$ cat config.mk
export PLATFORM = sky130hd
export DESIGN_NAME = irq_sequencer_flat
export DESIGN_NICKNAME = d
export VERILOG_FILES = /design/src/rtl/irq_sequencer_if.sv /design/src/rtl/irq_sequencer.sv /design/src/flat_wrapper.sv
export SDC_FILE = /design/constraint.sdc
export NUM_CORES = 1
export LEC_CHECK = 0
export CORE_MARGIN = 1.5
export CORE_UTILIZATION = 39
export DETAILED_ROUTE_END_ITERATION = 8
export PLACE_DENSITY_LB_ADDON = 0.2
export RECOVER_POWER = 25
export SLEW_MARGIN = 40
export SYNTH_ARGS = -nofsm -noshare
export SYNTH_HDL_FRONTEND = slang
export SYNTH_SLANG_ARGS = --single-unit
$ cat constraint.sdc
create_clock -name clk -period 1.3 [get_ports clk]
set_input_delay 0.13 -clock clk [delete_from_list [all_inputs] [get_ports clk]]
set_output_delay 0.13 -clock clk [all_outputs]
set_load 0.01 [all_outputs]
$ cat src/rtl/irq_sequencer_if.sv
// Bus between the interrupt sequencer and the program sequencer / CPU control.
// The master drives requests and instruction status, and the slave returns forced fetches and status.
interface irq_sequencer_if #(
  parameter int NUM_IRQ = 4,
  parameter int ADDR_W  = 8
);
  logic [NUM_IRQ-1:0] irq;
  logic               mask_we;
  logic [NUM_IRQ-1:0] mask_din;
  logic               ie_set;
  logic               ie_clr;
  logic               hold_in;
  logic               reti;
  logic [ADDR_W-1:0]  pc;
  logic               force_jmp;
  logic [ADDR_W-1:0]  force_addr;
  logic [NUM_IRQ-1:0] irq_ack;
  logic [NUM_IRQ-1:0] pending;
  logic [NUM_IRQ-1:0] mask;
  logic               ie;
  logic               in_service;
  logic [1:0]         active_id;

  modport master (
    output irq, mask_we, mask_din, ie_set, ie_clr, hold_in, reti, pc,
    input  force_jmp, force_addr, irq_ack, pending, mask, ie, in_service, active_id
  );

  modport slave (
    input  irq, mask_we, mask_din, ie_set, ie_clr, hold_in, reti, pc,
    output force_jmp, force_addr, irq_ack, pending, mask, ie, in_service, active_id
  );
endinterface

$ cat src/rtl/irq_sequencer.sv
// Interrupt sequencer: captures request edges and picks the lowest-index source.
// It forces vector entry at a safe instruction boundary and forces the return on reti.
module irq_sequencer #(
  parameter int         NUM_IRQ  = 4,
  parameter int         ADDR_W   = 8,
  parameter logic [3:0] VEC_BASE = 4'hC
) (
  input  logic           clk,
  input  logic           reset_n,
  input  logic           sync_reset,
  irq_sequencer_if.slave bus
);

  typedef enum logic [1:0] {IDLE, ENTER, SERVICE, EXIT} state_t;

  state_t             state, state_next;
  logic [NUM_IRQ-1:0] irq_prev, pending, mask, eligible, rise, ack;
  logic               ie;
  logic [ADDR_W-1:0]  ret_addr;
  logic [1:0]         active_id, winner;
  logic [3:0]         vec_hi;
  logic               take_irq, entering;
  logic               force_jmp_c, in_service_c;
  logic [ADDR_W-1:0]  force_addr_c;

  assign rise     = bus.irq & ~irq_prev;
  assign eligible = pending & mask;
  assign vec_hi   = VEC_BASE + {2'b00, active_id};
  assign take_irq = (state == IDLE) && ie && (|eligible);
  assign entering = (state == ENTER) && !bus.hold_in;

  // Scanning downward lets the lowest eligible index overwrite higher ones.
  always_comb begin
    winner = '0;
    for (int i = NUM_IRQ - 1; i >= 0; i--) begin
      if (eligible[i]) winner = 2'(i);
    end
  end

  always_ff @(posedge clk or negedge reset_n) begin
    if (!reset_n) begin
      state <= IDLE;
    end else if (sync_reset) begin
      state <= IDLE;
    end else begin
      state <= state_next;
    end
  end

  always_comb begin
    state_next   = state;
    force_jmp_c  = 1'b0;
    force_addr_c = '0;
    ack          = '0;
    in_service_c = 1'b0;
    case (state)
      IDLE: begin
        if (take_irq) state_next = ENTER;
      end
      ENTER: begin
        if (!bus.hold_in) begin
          force_jmp_c  = 1'b1;
          force_addr_c = ADDR_W'({vec_hi, 4'h0});
          ack          = NUM_IRQ'(1) << active_id;
          state_next   = SERVICE;
        end
      end
      SERVICE: begin
        in_service_c = 1'b1;
        if (bus.reti) state_next = EXIT;
      end
      EXIT: begin
        force_jmp_c  = 1'b1;
        force_addr_c = ret_addr;
        in_service_c = 1'b1;
        state_next   = IDLE;
      end
      default: state_next = IDLE;
    endcase
  end

  // A new edge on a source beats its own acknowledge in the same cycle.
  always_ff @(posedge clk or negedge reset_n) begin
    if (!reset_n) begin
      irq_prev  <= '0;
      pending   <= '0;
      mask      <= '0;
      ie        <= 1'b0;
      ret_addr  <= '0;
      active_id <= '0;
    end else begin
      irq_prev <= bus.irq;
      if (bus.mask_we) mask <= bus.mask_din;
      if (bus.ie_clr) begin
        ie <= 1'b0;
      end else if (bus.ie_set) begin
        ie <= 1'b1;
      end
      if (sync_reset) begin
        pending  <= '0;
        ret_addr <= '0;
      end else begin
        pending <= (pending & ~ack) | rise;
        if (entering) ret_addr <= bus.pc + ADDR_W'(1);
        if (take_irq) active_id <= winner;
      end
    end
  end

  assign bus.force_jmp  = force_jmp_c;
  assign bus.force_addr = force_addr_c;
  assign bus.irq_ack    = ack;
  assign bus.pending    = pending;
  assign bus.mask       = mask;
  assign bus.ie         = ie;
  assign bus.in_service = in_service_c;
  assign bus.active_id  = active_id;

endmodule

$ cat src/flat_wrapper.sv
// flat-port wrapper written by rule: the top's interface ports become plain ports
module irq_sequencer_flat 
#(
  parameter int         NUM_IRQ  = 4,
  parameter int         ADDR_W   = 8,
  parameter logic [3:0] VEC_BASE = 4'hC
)
  (clk, reset_n, sync_reset, bus_irq, bus_mask_we, bus_mask_din, bus_ie_set, bus_ie_clr, bus_hold_in, bus_reti, bus_pc, bus_force_jmp, bus_force_addr, bus_irq_ack, bus_pending, bus_mask, bus_ie, bus_in_service, bus_active_id);
  irq_sequencer_if #(.NUM_IRQ(NUM_IRQ), .ADDR_W(ADDR_W)) bus_i ();
  input  logic clk;
  input  logic reset_n;
  input  logic sync_reset;
  input wire logic [$bits(bus_i.irq)-1:0] bus_irq;
  input wire logic [$bits(bus_i.mask_we)-1:0] bus_mask_we;
  input wire logic [$bits(bus_i.mask_din)-1:0] bus_mask_din;
  input wire logic [$bits(bus_i.ie_set)-1:0] bus_ie_set;
  input wire logic [$bits(bus_i.ie_clr)-1:0] bus_ie_clr;
  input wire logic [$bits(bus_i.hold_in)-1:0] bus_hold_in;
  input wire logic [$bits(bus_i.reti)-1:0] bus_reti;
  input wire logic [$bits(bus_i.pc)-1:0] bus_pc;
  output wire logic [$bits(bus_i.force_jmp)-1:0] bus_force_jmp;
  output wire logic [$bits(bus_i.force_addr)-1:0] bus_force_addr;
  output wire logic [$bits(bus_i.irq_ack)-1:0] bus_irq_ack;
  output wire logic [$bits(bus_i.pending)-1:0] bus_pending;
  output wire logic [$bits(bus_i.mask)-1:0] bus_mask;
  output wire logic [$bits(bus_i.ie)-1:0] bus_ie;
  output wire logic [$bits(bus_i.in_service)-1:0] bus_in_service;
  output wire logic [$bits(bus_i.active_id)-1:0] bus_active_id;
  assign bus_i.irq = bus_irq;
  assign bus_i.mask_we = bus_mask_we;
  assign bus_i.mask_din = bus_mask_din;
  assign bus_i.ie_set = bus_ie_set;
  assign bus_i.ie_clr = bus_ie_clr;
  assign bus_i.hold_in = bus_hold_in;
  assign bus_i.reti = bus_reti;
  assign bus_i.pc = bus_pc;
  assign bus_force_jmp = bus_i.force_jmp;
  assign bus_force_addr = bus_i.force_addr;
  assign bus_irq_ack = bus_i.irq_ack;
  assign bus_pending = bus_i.pending;
  assign bus_mask = bus_i.mask;
  assign bus_ie = bus_i.ie;
  assign bus_in_service = bus_i.in_service;
  assign bus_active_id = bus_i.active_id;
  irq_sequencer #(.NUM_IRQ(NUM_IRQ), .ADDR_W(ADDR_W), .VEC_BASE(VEC_BASE)) u_core (.clk(clk), .reset_n(reset_n), .sync_reset(sync_reset), .bus(bus_i));
endmodule
==> Word-level counts from Yosys, hierarchy flattened <==
Index checks and enable logic that the tools add are counted.
{ "totals": {"inputBits": 24, "regBits": 25, "out_inout_bits": 25} }
{ "classes": {"bitwise_logic": 7, "shifts": 1, "n_mux": 21, "addsub": 2, "n_reduce_logical": 11, "eq_ne": 6} }
{ "ops": {"columns": ["operator", "n"], "rows": [
  ["$mux W8", 3],
  ["$mux W2", 8],
  ["$pmux W8 S2", 1],
  ["$and A4 B4 Y4", 3],
  ["$mux W4", 3],
  ["$add A8 B1 Y8 const B", 1],
  ["$not A4 Y4", 2],
  ["$pmux W2 S4", 1],
  ["$ne A3 B3 Y1 const B", 2],
  ["$add A3 B3 Y4 const A", 1],
  ["$eq A2 B2 Y1 const B", 2],
  ["$mux W1", 4],
  ["$or A4 B4 Y4", 1],
  ["$reduce_bool A2 Y1", 2],
  ["$reduce_or A4 Y1", 1],
  ["$shl A1 B2 Y4 const A", 1],
  ["$logic_and A1 B1 Y1", 3],
  ["$ne A3 B2 Y1 const B", 1],
  ["$reduce_and A3 Y1", 1],
  ["$eq A2 B1 Y1 const B", 1],
  ["$logic_not A2 Y1", 1],
  ["$pmux W1 S2", 1],
  ["$reduce_and A2 Y1", 1],
  ["$reduce_or A2 Y1", 1],
  ["other kinds (2)", 2]
]} }

==> Logic depth before layout (Yosys ltp) <==
{ "logic_depth": {"word_depth": 7, "depth_mapped": 7, "mapped_depth_nobuf": 6} }

==> Least setup slack after synthesis <==
OpenSTA, ideal clock, no wires.
{ "synth_timing": {"kind": "register to register", "start": "register u_core.state[1]", "end": "register u_core.pending[0], in the netlist u_core.bus.pending[0]", "setup_ps": 138, "required_ps": 1162, "path_buffers": 1, "arrival_time_ps": 1337, "path_slack_ps": -175, "period_less_slack_ps": 1475, "path_stages_with_launch": 8, "path_cell_list": "dfrtp_1 inv_1 ha_1 nand2b_1 buf_2 nor3_1 nand2b_1 a21oi_1"} }
{ "synth_between": {"elab_chain_cells": 6} }
{ "synth_rtl": {"columns": ["item", "line_no", "text"], "rows": [
  ["start, declared", "irq_sequencer.sv:16", "state_t state, state_next;"],
  ["start signal, assigned", "irq_sequencer.sv:46", "state <= state_next;"],
  ["$eq A2 B1 Y1", "irq_sequencer.sv:56", "case (state)"],
  ["$mux W4", "irq_sequencer.sv:56", null],
  ["net bus_irq_ack[0]", "flat_wrapper.sv:23", "output wire logic [$bits(bus_i.irq_ack)-1:0] bus_irq_ack;"],
  ["$not A4 Y4", "irq_sequencer.sv:103", "pending <= (pending & ~ack) | rise;"],
  ["$and A4 B4 Y4", "irq_sequencer.sv:103", null],
  ["$or A4 B4 Y4", "irq_sequencer.sv:103", null],
  ["$mux W4", "irq_sequencer.sv:99", "if (sync_reset) begin"],
  ["end signal, assigned", "irq_sequencer.sv:103", null],
  ["end, declared", "irq_sequencer.sv:17", "logic [NUM_IRQ-1:0] irq_prev, pending, mask, eligible, rise, ack;"]
]} }
The timed path passes the listed nets, and every way through them passes these cells.
A chain may end at the register's enable or synchronous reset.

==> Final worst setup path <==
{ "layout_timing": {"start": "register u_core.state[1]", "end": "register u_core.ret_addr[5]"} }
{ "layout_between": {"elab_chain_cells": 3} }
{ "layout_rtl": {"columns": ["item", "line_no", "text"], "rows": [
  ["$eq A2 B1 Y1", "irq_sequencer.sv:30", "assign entering = (state == ENTER) && !bus.hold_in;"],
  ["$logic_and A1 B1 Y1", "irq_sequencer.sv:30", null],
  ["$reduce_bool A2 Y1 (no line)", null, null],
  ["end signal, assigned", "irq_sequencer.sv:104", "if (entering) ret_addr <= bus.pc + ADDR_W'(1);"],
  ["end, declared", "irq_sequencer.sv:19", "logic [ADDR_W-1:0] ret_addr;"]
]} }
No other way between the ends.

==> key figures <==
Timing
  – Setup Skew: ~3.6 ps
  – Max Clk Rate: between 500 and 600 MHz
  – Final setup vio count: 28
  – Worst Max-Slew Pin Slew: approximately 660 ps
  – Final hold slack: between 300 and 400 ps
  – Final worst-path setup slack: -412 ps
  – Final Max Slew Viols: 0
  – Setup TNS: -8140 ps
  – Endpoints failing hold: 0
  – RSZ-0062 raised after global routing: true
  – Rel. slew slack: 0.561
  – Period utilization: 1.32
  – Min cycle time layout: between 1500 and 2000 ps

Logic synthesis
  – Number of flops mapped to enable cells by yosys: 0
  – Most common flop cell mapped by yosys: dfrtp_1
  – Largest area contributor in the netlist: dfrtp_1
  – Syn_nets: 159
  – Asr flop ratio synth: 1.00
  – Synthesized area: between 1000 and 1500 sq um
  – FF+latch count, synth: 25
  – Mapped Avg Cell Area: roughly 9.9 sq um
  – Post-synthesis cell type count: 32
  – Ys Warns: 0
  – Cells after Synth: 130
  – Post-synth top area share: 0.486
  – Sequential cell area fraction in the yosys report: 0.486
  – Synth area leaders: dfrtp_1 49%, ha_1 4.9%, nor2_1 4.4%, a21oi_1 3.9%, nand2b_1 3.9%

Power
  – Pwr/cell area: 892 nW/um^2
  – Flop pwr share: 0.417
  – VDD IR max: ~0.65 mV
  – Leak: approximately 1.1 nW
  – NetSw: just over 0.7 mW
  – Net Sw Frac: 0.328
  – Clock share of power: 0.187
  – Comb pwr share: 0.396
  – Power Total: approximately 2.1 mW
  – Internal cell power: about 1.4 mW

Worst setup path
  – Startpoint Class: register
  – Crit. End Element: register
  – Worst setup path category: reg2reg
  – CP Data Arrival Time: roughly 2000 ps
  – CP Data Required Time: around 1600 ps
  – Crit Path Max Fanout: 6

Routing
  – Vias per inst: slightly above 5
  – Metal-1 WL: around 1700 microns
  – DRT Wirelength: 4300 microns
  – Starting DRT DRC Count: 32
  – # DRC: 0
  – Met2 WL post-DR: ~2200 microns
  – DR WL met3: approximately 200 microns
  – Routed WL per cell: about 16 microns
  – DR pass1 iterations: 4
  – Final ANT Viol Nets: 0
  – Top Layer Used: met4
  – Routed vias: 1376

CTS
  – Clk_lat worst skew: 340 ps
  – Hold Buf Count CTS: 0
  – Root Buffer: clkbuf_4
  – Clock slew at reported path FFs: between 150 and 200 ps
  – CTS tree: built
  – Clock sinks: 25
  – TritonCTS Buffers: 3
  – H-tree levels: 1
  – Clock buffer depth: 2

Layout
  – Ant diodes: 0
  – Final Non-Filler Cells: 270
  – FILL cells: 215
  – Area grow syn2layout: 86.9%
  – NumNets Final: roughly 260
  – Layout cells sized above 1: 0.531

GRT
  – Largest net degree at the start of global routing: 26
  – First-pass GRT wire length: around 6500 microns
  – Grt total ovfl: 0
  – Initial antenna violation count: 0
  – Vias in the first global route: between 1000 and 1500
  – Global-route usage over all layers: 0.243

Placed design
  – GPL Wtd Cong: just over 0.8
  – Post-place setup slack: -553 ps
  – Final HPWL DP: approximately 2500 microns
  – Placed cells: 244
  – Port Buffers: 48

Floorplanning
  – Die X: a little over 60 microns
  – Initial core utilization: 0.415
  – Die H: about 60 microns
  – Top-level port count: a little under 50
  – Die area: between 3000 and 4000 sq um
  – Rows: 20
  – Core box area: about 3100 sq um

Job
  – Max-Cap Viols: 0

Run status
  – Status: finished with violations
  – Failing checks: setup timing

Hold path
  – Worst Hold Class: in2reg
==> cell type report <==
cell class	instances	area (sq um)	share of cell area
inverters	6	30.0	0.0125
repair buffers	96	831	0.346
well taps	44	55.1	0.0229
clock inverters	1	8.76	0.00364
clock buffers	3	22.5	0.00937
multi-input cells	95	827	0.344
flip-flops and latches	25	629	0.262
==> worst max-delay path, cell delays in order, from the launching register on <==
cell     delay, ps
dfrtp_1        420
inv_2           70
ha_4           170
and2b_2        250
buf_4          150
buf_6          100
buf_6          120
buf_8          130
nor2_4          70
nor2_1          40
o21a_1         110
==> logic make-up (layout without fill, tap and decap cells) <==
logic type	count (synthesis)	after routing	share of synthesized area
flip-flops	25	25	0.486
XOR/XNOR	6	6	0.0409
multiplexers	6	6	0.0545
AND/OR/NAND/NOR	52	52	0.204
buffers and inverters	10	106	0.0331
adder cells (fa/ha/maj)	5	5	0.0486
AO/OA/AOI/OAI	26	26	0.132
==> routing by layer <==
| layer | GRT usage | up-vias |
|---|---|---|
| met5 | 0 | - |
| met4 | 0.0963 | 0 |
| met3 | 0.0256 | 14 |
| met2 | 0.438 | 57 |
| met1 | 0.299 | 674 |
| li1 | - | 631 |
==> worst paths after layout <==
check                              startpoint                      end  slack, ps  cells after the start
min in group asynchronous             reset_n       u_core.bus.mask[2]        320                      2
max reg2reg                   u_core.state[1]       u_core.ret_addr[5]       -410                     10
min                                bus_ie_clr            u_core.bus.ie        310                      2
max                           u_core.state[1]       u_core.ret_addr[5]       -410                     10
max in group asynchronous             reset_n  u_core.bus.active_id[0]        510                      2
min reg2reg                u_core.irq_prev[1]    u_core.bus.pending[1]        530                      2
==> state kept, by name (all words and copies together) (netlist names) <==
signal,count
u_core.bus.pending,4
u_core.bus.ie,1
u_core.bus.mask,4
u_core.bus.active_id,2
u_core.irq_prev,4
u_core.ret_addr,8
u_core.state,2
==> per-stage QoR <==
stage                util  cell area (sq um)
finish              0.775               2400
global placement    0.648               2010
detailed placement  0.648               2010
global route        0.775               2400
CTS                 0.749               2320
floorplan               -               1310
==> power by group through the flow <==
stage / sequential [mW] / clock [mW] / combinational [mW]
3_5_place_dp: 0.929 / 0 / 0.556
6_report: 0.893 / 0.401 / 0.849
2_1_floorplan: 0.948 / 0 / 0.180
5_1_grt: 0.902 / 0.443 / 0.895
4_1_cts: 0.882 / 0.402 / 0.763
3_3_place_gp: 0.924 / 0 / 0.547
==> cell usage after synthesis (3+ instances only) <==
library cell and number:
ha_1 5, mux2_2 4, nor2_1 15, a21oi_1 10
a211oi_1 4, o21ai_1 3, nand3_1 3, nand2b_1 8
nand2_1 13, inv_1 6, and2_1 4, a22o_1 3
dfrtp_1 25, xnor2_1 3, xor2_1 3
==> cell usage in the layout, fill, tap and decap left out, types with 2 or more instances in the layout <==
| cell type | instances |
|---|---|
| buf_4 | 36 |
| dfrtp_1 | 22 |
| clkdlybuf4s50_1 | 18 |
| buf_6 | 15 |
| buf_2 | 10 |
| nor2_1 | 8 |
| nand2b_1 | 7 |
| nand2_1 | 7 |
| clkbuf_2 | 6 |
| a21oi_2 | 5 |
| nor2_4 | 5 |
| a211oi_2 | 5 |
| dlygate4sd3_1 | 5 |
| nand2_2 | 4 |
| a21oi_1 | 4 |
| and2_1 | 4 |
| mux2_2 | 4 |
| ha_4 | 4 |
| inv_1 | 3 |
| a22o_1 | 3 |
| xor2_1 | 3 |
| xnor2_1 | 3 |
| clkbuf_4 | 3 |
| clkdlybuf4s15_1 | 3 |
| dfrtp_2 | 3 |
| o22ai_1 | 2 |
| nor2b_1 | 2 |
| nand2_4 | 2 |
| nand3_1 | 2 |
| nor2_2 | 2 |
| o21ai_2 | 2 |
| o21a_1 | 2 |
| inv_6 | 2 |
==> repair_timing <==
item / 4_1_cts / 5_1_grt
resized for setup: 127 / 36
pin swaps: 12 / 7
setup buffers: 19 / 6
gates cloned: 1 / 0
endpoints found under the setup margin: 40 / 39
No activity file was read; power rests on OpenSTA's default activity.
